`src/rtl/bram_port_arbiter_if.sv`:
```
// bram_port_arbiter_if: two requester channels plus the shared BRAM port
interface bram_port_arbiter_if #(
    parameter int ADDR_BITS = 12,
    parameter int DATA_BITS = 16
);
    logic                 a_req, a_we, a_lock, a_ack, a_rvalid;
    logic [ADDR_BITS-1:0] a_addr;
    logic [DATA_BITS-1:0] a_wdata, a_rdata;
    logic                 b_req, b_we, b_lock, b_ack, b_rvalid;
    logic [ADDR_BITS-1:0] b_addr;
    logic [DATA_BITS-1:0] b_wdata, b_rdata;
    logic                 mem_rd_en, mem_wr_en;
    logic [ADDR_BITS-1:0] mem_addr;
    logic [DATA_BITS-1:0] mem_wdata, mem_rdata;

    modport slave (
        input  a_req, a_we, a_lock, a_addr, a_wdata,
        input  b_req, b_we, b_lock, b_addr, b_wdata,
        input  mem_rdata,
        output a_ack, a_rvalid, a_rdata,
        output b_ack, b_rvalid, b_rdata,
        output mem_rd_en, mem_wr_en, mem_addr, mem_wdata
    );

    modport master (
        output a_req, a_we, a_lock, a_addr, a_wdata,
        output b_req, b_we, b_lock, b_addr, b_wdata,
        output mem_rdata,
        input  a_ack, a_rvalid, a_rdata,
        input  b_ack, b_rvalid, b_rdata,
        input  mem_rd_en, mem_wr_en, mem_addr, mem_wdata
    );
endinterface

```
`src/rtl/bram_port_arbiter.sv`:
```
// bram_port_arbiter: round-robin arbiter with bounded lock sharing one BRAM port between two requesters
module bram_port_arbiter #(
    parameter int NUM_BLOCKS = 16,
    parameter int SEL_BITS   = $clog2(NUM_BLOCKS),
    parameter int ADDR_BITS  = SEL_BITS + 8,
    parameter int DATA_BITS  = 16,
    parameter int MAX_HOLD   = 8
) (
    input logic clk,
    input logic reset,
    bram_port_arbiter_if.slave bus
);
    typedef enum logic [1:0] {IDLE, ISSUE_A, ISSUE_B} state_t;
    typedef enum logic [1:0] {OWN_NONE, OWN_A, OWN_B} owner_t;

    state_t               state;
    owner_t               lock_owner;
    logic                 rr_b;
    logic [7:0]           hold_cnt, hold_next;
    logic                 a_held, b_held, a_elig, b_elig;
    logic                 grant_a, grant_b, grant, sel_we, sel_lock, forced;
    logic [ADDR_BITS-1:0] sel_addr;
    logic [DATA_BITS-1:0] sel_wdata;

    // a lock only holds while its owner keeps the lock input high
    assign a_held    = lock_owner == OWN_A && bus.a_lock;
    assign b_held    = lock_owner == OWN_B && bus.b_lock;
    assign a_elig    = bus.a_req && state != ISSUE_A && !b_held;
    assign b_elig    = bus.b_req && state != ISSUE_B && !a_held;
    assign grant_a   = a_elig && (!b_elig || !rr_b);
    assign grant_b   = b_elig && !grant_a;
    assign grant     = grant_a || grant_b;
    assign sel_we    = grant_a ? bus.a_we : bus.b_we;
    assign sel_lock  = grant_a ? bus.a_lock : bus.b_lock;
    assign sel_addr  = grant_a ? bus.a_addr : bus.b_addr;
    assign sel_wdata = grant_a ? bus.a_wdata : bus.b_wdata;
    assign hold_next = (((grant_a && a_held) || (grant_b && b_held)) ? hold_cnt : 8'd0) + 8'd1;
    assign forced    = grant && sel_lock && hold_next == 8'(MAX_HOLD);
    assign bus.a_rdata = bus.a_rvalid ? bus.mem_rdata : '0;
    assign bus.b_rdata = bus.b_rvalid ? bus.mem_rdata : '0;

    always_ff @(posedge clk or posedge reset) begin
        if (reset) begin
            state         <= IDLE;
            lock_owner    <= OWN_NONE;
            rr_b          <= 1'b0;
            hold_cnt      <= 8'd0;
            bus.a_ack     <= 1'b0;
            bus.b_ack     <= 1'b0;
            bus.a_rvalid  <= 1'b0;
            bus.b_rvalid  <= 1'b0;
            bus.mem_rd_en <= 1'b0;
            bus.mem_wr_en <= 1'b0;
            bus.mem_addr  <= '0;
            bus.mem_wdata <= '0;
        end else begin
            state         <= grant_a ? ISSUE_A : grant_b ? ISSUE_B : IDLE;
            bus.a_ack     <= grant_a;
            bus.b_ack     <= grant_b;
            bus.mem_rd_en <= grant && !sel_we;
            bus.mem_wr_en <= grant && sel_we;
            // the ack register doubles as the owner bit of the one-deep read pipeline
            bus.a_rvalid  <= bus.a_ack && bus.mem_rd_en;
            bus.b_rvalid  <= bus.b_ack && bus.mem_rd_en;
            if (grant) begin
                bus.mem_addr  <= sel_addr;
                bus.mem_wdata <= sel_wdata;
                rr_b          <= grant_a;
            end
            if (forced) begin
                lock_owner <= OWN_NONE;
                hold_cnt   <= 8'd0;
            end else if (grant && sel_lock) begin
                lock_owner <= grant_a ? OWN_A : OWN_B;
                hold_cnt   <= hold_next;
            end else if (grant || (lock_owner != OWN_NONE && !a_held && !b_held)) begin
                lock_owner <= OWN_NONE;
                hold_cnt   <= 8'd0;
            end
        end
    end
endmodule

```
`src/flat_wrapper.sv`:
```
// flat-port wrapper written by rule: the top's interface ports become plain ports
module bram_port_arbiter_flat 
#(
    parameter int NUM_BLOCKS = 16,
    parameter int SEL_BITS   = $clog2(NUM_BLOCKS),
    parameter int ADDR_BITS  = SEL_BITS + 8,
    parameter int DATA_BITS  = 16,
    parameter int MAX_HOLD   = 8
)
  (clk, reset, bus_a_req, bus_a_we, bus_a_lock, bus_a_addr, bus_a_wdata, bus_b_req, bus_b_we, bus_b_lock, bus_b_addr, bus_b_wdata, bus_mem_rdata, bus_a_ack, bus_a_rvalid, bus_a_rdata, bus_b_ack, bus_b_rvalid, bus_b_rdata, bus_mem_rd_en, bus_mem_wr_en, bus_mem_addr, bus_mem_wdata);
  bram_port_arbiter_if #(.ADDR_BITS(ADDR_BITS), .DATA_BITS(DATA_BITS)) bus_i ();
  input logic clk;
  input logic reset;
  input wire logic [$bits(bus_i.a_req)-1:0] bus_a_req;
  input wire logic [$bits(bus_i.a_we)-1:0] bus_a_we;
  input wire logic [$bits(bus_i.a_lock)-1:0] bus_a_lock;
  input wire logic [$bits(bus_i.a_addr)-1:0] bus_a_addr;
  input wire logic [$bits(bus_i.a_wdata)-1:0] bus_a_wdata;
  input wire logic [$bits(bus_i.b_req)-1:0] bus_b_req;
  input wire logic [$bits(bus_i.b_we)-1:0] bus_b_we;
  input wire logic [$bits(bus_i.b_lock)-1:0] bus_b_lock;
  input wire logic [$bits(bus_i.b_addr)-1:0] bus_b_addr;
  input wire logic [$bits(bus_i.b_wdata)-1:0] bus_b_wdata;
  input wire logic [$bits(bus_i.mem_rdata)-1:0] bus_mem_rdata;
  output wire logic [$bits(bus_i.a_ack)-1:0] bus_a_ack;
  output wire logic [$bits(bus_i.a_rvalid)-1:0] bus_a_rvalid;
  output wire logic [$bits(bus_i.a_rdata)-1:0] bus_a_rdata;
  output wire logic [$bits(bus_i.b_ack)-1:0] bus_b_ack;
  output wire logic [$bits(bus_i.b_rvalid)-1:0] bus_b_rvalid;
  output wire logic [$bits(bus_i.b_rdata)-1:0] bus_b_rdata;
  output wire logic [$bits(bus_i.mem_rd_en)-1:0] bus_mem_rd_en;
  output wire logic [$bits(bus_i.mem_wr_en)-1:0] bus_mem_wr_en;
  output wire logic [$bits(bus_i.mem_addr)-1:0] bus_mem_addr;
  output wire logic [$bits(bus_i.mem_wdata)-1:0] bus_mem_wdata;
  assign bus_i.a_req = bus_a_req;
  assign bus_i.a_we = bus_a_we;
  assign bus_i.a_lock = bus_a_lock;
  assign bus_i.a_addr = bus_a_addr;
  assign bus_i.a_wdata = bus_a_wdata;
  assign bus_i.b_req = bus_b_req;
  assign bus_i.b_we = bus_b_we;
  assign bus_i.b_lock = bus_b_lock;
  assign bus_i.b_addr = bus_b_addr;
  assign bus_i.b_wdata = bus_b_wdata;
  assign bus_i.mem_rdata = bus_mem_rdata;
  assign bus_a_ack = bus_i.a_ack;
  assign bus_a_rvalid = bus_i.a_rvalid;
  assign bus_a_rdata = bus_i.a_rdata;
  assign bus_b_ack = bus_i.b_ack;
  assign bus_b_rvalid = bus_i.b_rvalid;
  assign bus_b_rdata = bus_i.b_rdata;
  assign bus_mem_rd_en = bus_i.mem_rd_en;
  assign bus_mem_wr_en = bus_i.mem_wr_en;
  assign bus_mem_addr = bus_i.mem_addr;
  assign bus_mem_wdata = bus_i.mem_wdata;
  bram_port_arbiter #(.NUM_BLOCKS(NUM_BLOCKS), .SEL_BITS(SEL_BITS), .ADDR_BITS(ADDR_BITS), .DATA_BITS(DATA_BITS), .MAX_HOLD(MAX_HOLD)) u_core (.clk(clk), .reset(reset), .bus(bus_i));
endmodule
```
`config.mk`:
```
export PLATFORM = sky130hd
export DESIGN_NAME = bram_port_arbiter_flat
export DESIGN_NICKNAME = d
export VERILOG_FILES = /design/src/rtl/bram_port_arbiter_if.sv /design/src/rtl/bram_port_arbiter.sv /design/src/flat_wrapper.sv
export SDC_FILE = /design/constraint.sdc
export NUM_CORES = 1
export LEC_CHECK = 0
export ABC_AREA = 1
export CAP_MARGIN = 20
export CORE_UTILIZATION = 38
export CTS_CLUSTER_SIZE = 12
export DETAILED_ROUTE_END_ITERATION = 8
export GPL_ROUTABILITY_DRIVEN = 0
export GPL_TIMING_DRIVEN = 0
export PLACE_DENSITY = 0.86
export SYNTH_ARGS = -nofsm -noshare
export SYNTH_HDL_FRONTEND = slang
export SYNTH_SLANG_ARGS = --single-unit
export TNS_END_PERCENT = 50
```
`constraint.sdc`:
```
create_clock -name clk -period 2.3 [get_ports clk]
set_input_delay 0.23 -clock clk [delete_from_list [all_inputs] [get_ports clk]]
set_output_delay 0.23 -clock clk [all_outputs]
set_load 0.01 [all_outputs]
```
==> key figures <==
Yosys
  – Seq/Total Area, Yosys: 46.1%
  – Syn_area_per_cell: 7.11 um^2
  – Number of distinct library cells after synthesis: 27
  – Seq cells post-synth: 46
  – Synthesis warning total: 0
  – Syn Nets: 433
  – Mapped Area: 2500 um^2
  – Cells after Synth: 351

Clocking
  – TritonCTS Buffers: 5
  – CTS tree: yes
  – Clock sinks: 46
  – Clk pin slew, worst setup/hold paths: 90 ps
  – H-tree level count: 2
  – Clock Tree Buf Depth: 2
  – Hold Buf Count CTS: 0
  – Worst skew pair latency: 300 ps
  – CTS Root Cell: clkbuf_8

Timing
  – Final min period: 2160 ps
  – Slew HR: 67.9%
  – Worst-margin pin slew: 482 ps
  – Worst hold margin: 238 ps
  – RSZ-0062 raised after global routing: true
  – Final slew viol count: 0
  – Fin crit share: 93.9%
  – Post-route clock skew: 9.54 ps
  – Achievable Freq: 0.463 GHz
  – Final setup vio count: 0
  – Final hold viol count: 0

Setup path
  – Endpoint type of the worst setup path: flip-flop
  – Largest fanout on the critical path: 6
  – WP data arrival: 2350 ps
  – Crit path kind: flip-flop to flip-flop
  – Critical Path RT: 2490 ps
  – Crit path launch type: flip-flop

Power
  – LEAKAGE: 0.00211 uW
  – Power Density: 836 nW/um^2
  – Worst-case vdd ir drop: 548 uV

Global route
  – Largest net degree at the start of global routing: 28
  – Global-route wire length before repair: 11900 um
  – Initial antenna violation count: 0
  – GRT Util Overall: 21.2%
  – Vias in the first global route: 2772
  – Remaining global-route overflow: 0

Drt
  – WL final: 7100 um
  – Initial DRC count: 65
  – WL/cell: 12.1 um
  – Vias post-DR: 2757
  – DRC: 0
  – DRT Pass-1 Iters: 4
  – Vias/cell: 4.70
  – ANT nets after route: 0

Layout
  – Final instance area: 4240 um^2
  – ANT cells: 0
  – Nets: 591
  – Finished Layout Cells: 587
  – Register area: 1150 um^2
  – Layout cells sized above 1: 9.22%
  – Multi-input gate area: 1110 um^2
  – Synth-to-Final Area Change: 69.9%
  – Fillers: 538

Placement
  – Dpl hpwl: 5590 um
  – Post-Place Cells: 574
  – Dpl cell area: 4060 um^2
  – Port Buffers: 145

Worst hold path
  – Hold Path Class: input port to async pin

Floorplanning
  – Core area: 6350 um^2
  – Die Y: 83.1 um
  – Die area: 6900 um^2
  – Ports: 146
  – Row cnt: 29
  – Starting Density: 39.3%
  – Chip width: 83.1 um

Run status
  – Status: complete, no violations

Job
  – Max-Cap Viols: 0
[layout make-up]
class                      count  share of cell area (%)
buffer                        14                    1.71
clock inverter                 3                   0.443
tap                           77                    2.27
multi-input combinational    235                    26.3
sequential                    46                    27.1
inverter                      56                    4.96
timing repair buffer         151                    35.6
clock buffer                   5                    1.62
[per-stage QoR]
| stage | worst slack (ps) | setup TNS [ps] | total power, uW | util [%] |
|---|---|---|---|---|
| 6_report | 141 | 0 | 3540 | 66.8 |
| 5_1_grt | -35.6 | -58.6 | 3800 | 66.8 |
| 4_1_cts | 14.4 | 0 | 3540 | 65.6 |
| 3_5_place_dp | -254 | -1190 | 3020 | 64.0 |
| 3_3_place_gp | -137 | -653 | 2970 | 63.7 |
| 2_1_floorplan | 298 | 0 | 2040 | - |
[cell families after synthesis]
logic type,Yosys count,synth area share (%)
XOR/XNOR,1,0.351
flip-flops,46,46.1
AO/OA/AOI/OAI,18,5.01
AND/OR/NAND/NOR,214,36.3
adder cells (fa/ha/maj),2,1.00
buffers and inverters,70,11.2
[layout by cell type, fill, tap and decap left out, drive strengths merged, types with 2 or more instances in the layout]
cell type      netlist  final
nand4                3      3
o21bai               7      7
inv                 55     56
a21oi                3      3
dfrtp               46     46
o21ai                5      5
clkdlybuf4s50        0    145
buf                  7     13
nand2              154    154
nand3               38     38
nand3b               2      2
clkinv               1      3
nor2                16     16
ha                   2      2
clkbuf               7     12
[synth_stat cells (all sizes together)]
library cell	n	share of area, %
a32o	1	0.40
dfrtp	46	46
nand4	3	0.75
buf	7	1.8
inv	55	8.3
nand2	154	23
clkinv	1	0.15
o211ai	1	0.30
a21oi	3	0.90
nand3	38	8.4
xor2	1	0.35
o21ai	5	1.0
o21bai	7	2.1
ha	2	1.0
nor2	16	3.0
clkbuf	7	1.1
or2	1	0.25
nand3b	2	0.60
a21boi	1	0.30
[state kept, by name, summed over array words and instances (netlist names), 2 cells and up]
signal and count:
u_core.state 2, u_core.lock_owner 2, u_core.bus.mem_addr 12, u_core.bus.mem_wdata 16, u_core.hold_cnt 8
[path summary, 6_finish.rpt]
check                                      from  slack, ps  cells after the start                     end
min                                       reset        240                      2      u_core.hold_cnt[0]
min in group clk               u_core.bus.b_ack        470                      2     u_core.bus.b_rvalid
max in group asynchronous                 reset       1570                      3  u_core.bus.mem_addr[8]
max                        u_core.lock_owner[1]        140                     12      u_core.hold_cnt[3]
min reg2reg                    u_core.bus.b_ack        470                      2     u_core.bus.b_rvalid
max reg2reg                u_core.lock_owner[1]        140                     12      u_core.hold_cnt[3]
[critical path, cell delays in order (launching register included)]
cell and delay (ps):
dfrtp_1 430, nand3b_1 250, nand3_1 150, nand2_2 80, buf_6 130, nand2_1 80, inv_2 60, ha_4 160
nand4_1 130, xor2_2 220, nand3_4 120, o21bai_1 170, nand2_1 60
[metal layers]
metal	global-route usage [%]	share of wire, %	vias to the layer above
met1	23.2	37	1240
met4	6.27	1.0	0
li1	-	-	1374
met5	0	0	-
met2	37.8	51	136
met3	8.15	11	7
[report_power, final]
group | internal [uW] | switching (uW)
clock | 215 | 294
combinational | 920 | 815
sequential | 1110 | 193
[repair_timing]
action	4_1_cts	5_1_grt
pin swaps	1	8
setup endpoints to repair	1	17
resized for setup	2	14
hold endpoints to repair	0	0
buffers inserted	1	4
Power figures use the tool's default switching activity.
==> edit 1 (same settings) <==
`NUM_BLOCKS` is set to 16 in 2 places; all go to 32.
--- a/src/rtl/bram_port_arbiter.sv
+++ b/src/rtl/bram_port_arbiter.sv
@@ -1,5 +1,5 @@
 // bram_port_arbiter: round-robin arbiter with bounded lock sharing one BRAM port between two requesters
 module bram_port_arbiter #(
-    parameter int NUM_BLOCKS = 16,
+    parameter int NUM_BLOCKS = 32,
     parameter int SEL_BITS   = $clog2(NUM_BLOCKS),
     parameter int ADDR_BITS  = SEL_BITS + 8,
--- a/src/flat_wrapper.sv
+++ b/src/flat_wrapper.sv
@@ -2,5 +2,5 @@
 module bram_port_arbiter_flat 
 #(
-    parameter int NUM_BLOCKS = 16,
+    parameter int NUM_BLOCKS = 32,
     parameter int SEL_BITS   = $clog2(NUM_BLOCKS),
     parameter int ADDR_BITS  = SEL_BITS + 8,
Ports: changed (resized bus_a_addr, bus_b_addr and bus_mem_addr); port bits go from 146 to 149. The function was not compared with the original's and may differ.
==> edit 1 against the original RTL <==
- final cell count grew 0.68%
- cell area rose by 0.74%
- routed wire length increased by 2.2%
- global-route usage is 0.71 points higher
- sequential cell count up 1
- power rose by 1.3%
- area after synthesis is 0.60% lower
- worst setup slack got worse by 0.0020 ns
==> edit 1: results (changes against the original RTL) <==
Layout Skew 0.00314 ns (-0.00640 ns); Lkg Pwr 2.17 nW (+2.8%); vias in the first global route 2741 (-1.1%); total global-route track usage 21.9% (+0.71 points); Synth top cells by count nand2_1 (159), inv_1 (48), dfrtp_1 (47), nand3_1 (38), nor2_1 (15); number of flip-flops under the largest register name 16 (unchanged); top cells by area, synth dfrtp_1 (47%), nand2_1 (24%), nand3_1 (7.7%), inv_1 (7.3%), nor2_1 (2.3%); net count after synthesis 437 (+0.92%); Routed WL 7250 um (+2.2%); YS warnings 0 (unchanged); Ant. Diodes 0 (unchanged); vias per std cell 4.65 (-0.89%); Reg-to-Reg Start u_core.lock_owner[0]; initial antenna violation count 0 (unchanged); Synth Flop Type dfrtp_1; 1st-pass router iterations 4 (unchanged); run status complete, no violations; Worst Reg-to-Reg Cells 14 (+2); Peak VDD IR 576 uV (+5.3%); input/output buffers 148 (+2.1%); Num CTS Buffers 5 (unchanged); Netlist cell types 26 (-3.7%); worst skew pair latency 0.30 ns (about the same); sequential fraction of the synthesis area 47.4% (+1.3 points); largest net degree at the start of global routing 25 (-11%); largest registers u_core.bus.mem_wdata (16), u_core.bus.mem_addr (13), u_core.hold_cnt (8); Filler cells 541 (+0.56%); P_int 2.30 mW (+2.4%); nets@finish 598 (+1.2%); first-iteration detailed-routing DRC count 87 (+34%); Area after DPL 4090 um^2 (+0.55%); first-pass GRT wire length 12200 um (+2.3%); hpwl dp 5760 um (+3.0%); layout cells sized above 1 9.34% (+0.12 points); clk buf depth 2 (unchanged); Worst setup SP type flip-flop; worst-margin pin slew 0.533 ns (+0.0508 ns)
edit 1: what timing repair did:
action | in CTS | in global routing
gates resized for setup | 0 | 20
endpoints found under the hold margin | 0 | 0
buffers inserted | 0 | 5
setup endpoints to repair | 0 | 14
edit 1: worst min path at each step:
stage / cells past startpoint / slack, ns / endpoint
final: 2 / 0.29 / u_core.bus.mem_addr[11]
after global routing: 2 / 0.32 / u_core.bus.mem_wdata[2]
after CTS: 2 / 0.29 / u_core.bus.mem_addr[11]
after detailed placement: 2 / 0.46 / u_core.bus.b_rvalid
after global placement: 2 / 0.45 / u_core.bus.b_rvalid
after floorplan: 2 / 0.35 / u_core.bus.mem_addr[0]
edit 1: cell families after synthesis:
family / share of synthesized area [%]
and+or+nand+nor: 37.3
adders and majority gates: 1.01
AOI/OAI and AO/OA: 2.42
xor gates and xnor gates: 1.06
DFF: 47.4
buffers and inverters: 10.8
edit 1: cell type report:
cell class	instances	area, um^2	share of cell area (%)
Sequential cell	47	1180	27.6
Clock inverter	1	5.00	0.117
Timing Repair Buffer	154	1550	36.2
Clock buffer	6	82.6	1.93
Multi-Input combinational cell	239	1090	25.6
Buffer	14	71.3	1.67
Inverter	53	199	4.66
Tap cell	77	96.3	2.26
edit 1: power groups by stage:
stage | Combinational [mW] | Clock (mW) | Sequential [mW]
final | 1.76 | 0.501 | 1.33
after global routing | 1.93 | 0.548 | 1.37
after CTS | 1.75 | 0.517 | 1.33
after detailed placement | 1.74 | 0 | 1.34
after global placement | 1.70 | 0 | 1.32
after floorplan | 0.617 | 0 | 1.45
edit 1: routing by layer:
metal  GRT usage (%)  routed length, um
met5               0                  0
met2            40.8               3790
met3            5.86                564
met4            7.99                147
met1            23.6               2750
edit 1: per-stage QoR:
step | setup WS, ns | cells
after floorplan | 0.360 | 353
final | 0.139 | 591
after detailed placement | -0.189 | 579
after global routing | -0.0112 | 591
after global placement | -0.101 | 578
after CTS | 0.0732 | 586
edit 1: worst max-delay path, stage by stage (launching register included):
cell	delay [ns]
dfrtp_2	0.45
nand3b_1	0.22
nand3_2	0.11
nand2_2	0.09
buf_6	0.13
nand2_1	0.06
inv_2	0.05
ha_4	0.16
buf_4	0.13
xor2_1	0.19
nand3_1	0.10
nor2_1	0.12
nand2_2	0.11
nand2_1	0.08
nand2_1	0.05
==> edit 2 (config.mk and constraints unchanged) <==
Without the edit above. Make the reset (`reset`) synchronous in one clocked block.
--- a/src/rtl/bram_port_arbiter.sv
+++ b/src/rtl/bram_port_arbiter.sv
@@ -40,5 +40,5 @@
     assign bus.b_rdata = bus.b_rvalid ? bus.mem_rdata : '0;
 
-    always_ff @(posedge clk or posedge reset) begin
+    always_ff @(posedge clk) begin
         if (reset) begin
             state         <= IDLE;
Check against the original RTL: differs if reset is asserted again (counterexample within 4 cycles, from zero or initial values and one cycle with reset high); with reset held inactive, the same outputs for 10 cycles.
==> edit 2 against the original RTL <==
- critical endpoint is now u_core.hold_cnt[3]
- the run now ends with setup timing left
- sequential cell count is the same
- routed wire length is 14% higher
- sequential share of layout area down 5.7 points
- area after synthesis is 1.3% higher
- worst setup slack got worse by 0.21 ns
- count of clock-buffer cells in the layout grew 1
- cell area is 2.8% higher
Power is not compared: it rests on default switching activity, and its combinational part moved more than twofold at a synthesized area within 25%.
==> edit 2: results (changes against the original RTL) <==
nonclk buf count 174 (+5.5%); vias in the first global route 2811 (+1.4%); sequential share of cell area 21.4% (-5.7 points); Worst Hold Class reg2reg; worst setup path end u_core.hold_cnt[3]; nets@finish 585 (-1.0%); first-iteration detailed-routing DRC count 91 (+40%); total global-route track usage 21.3% (+0.13 points); Routed WL per cell 13.9 um (+15%); area fraction in compound gates after synthesis 10.6% (+5.6 points); design area 4360 um^2 (+2.8%); violated checks setup timing; Max-slew headroom 67.2% (-0.64 points); final setup margin -0.0687 ns (-0.209 ns); top cells by area, synth dfxtp_1 (36%), mux2i_1 (11%), nand2_1 (9.4%), inv_1 (7.7%), nand3_1 (6.1%); final setup fails 10 (+10); Layout Skew 0.00762 ns (-0.00192 ns); Post-Layout Cell Count 581 (-1.0%); Worst EP arrival 2.56 ns (+0.21 ns); inverter count 57 (+1.8%); Synth Flop Type dfxtp_1; Reg-to-Reg Start u_core.state[0]; run status finished with violations; met1 WL 2990 um (+13%); vias per std cell 4.92 (+4.8%); Clock buf/inv share 2.53% (+0.46 points); Multi-input gate area 1380 um^2 (+24%); Setup WS pre-CTS -0.490 ns (-0.236 ns); Synth top cells by count nand2_1 (63), inv_1 (52), dfxtp_1 (46), nand3_1 (31), o21ai_0 (31); clock buf count 6 (+1); sequential fraction of the synthesis area 36.4% (-9.7 points); placed cells 560 (-2.4%); largest net degree at the start of global routing 15 (-46%); routed wl met3 541 um (-28%); layout cells sized above 1 16.3% (+7.1 points)
[edit 2: worst min-delay path by stage]
| stage | startpoint | endpoint |
|---|---|---|
| after floorplan | reset | u_core.rr_b |
| after global placement | u_core.bus.b_ack | u_core.bus.b_rvalid |
| after detailed placement | u_core.bus.b_ack | u_core.bus.b_rvalid |
| after CTS | u_core.bus.b_ack | u_core.bus.b_rvalid |
| after global routing | u_core.rr_b | u_core.rr_b |
| final | u_core.bus.mem_rd_en | u_core.bus.a_rvalid |
[edit 2: critical path, stage by stage, from the launching register on]
cell	delay, ns
dfxtp_4	0.40
inv_2	0.06
a21oi_4	0.17
nand3_2	0.10
nand2_4	0.12
inv_2	0.05
nor2_4	0.13
ha_2	0.23
nand2_2	0.09
o211ai_1	0.23
nand2_1	0.11
nor2_2	0.15
nand2_2	0.08
nor2_4	0.11
nand2_4	0.10
nand2_8	0.10
nor2_2	0.03
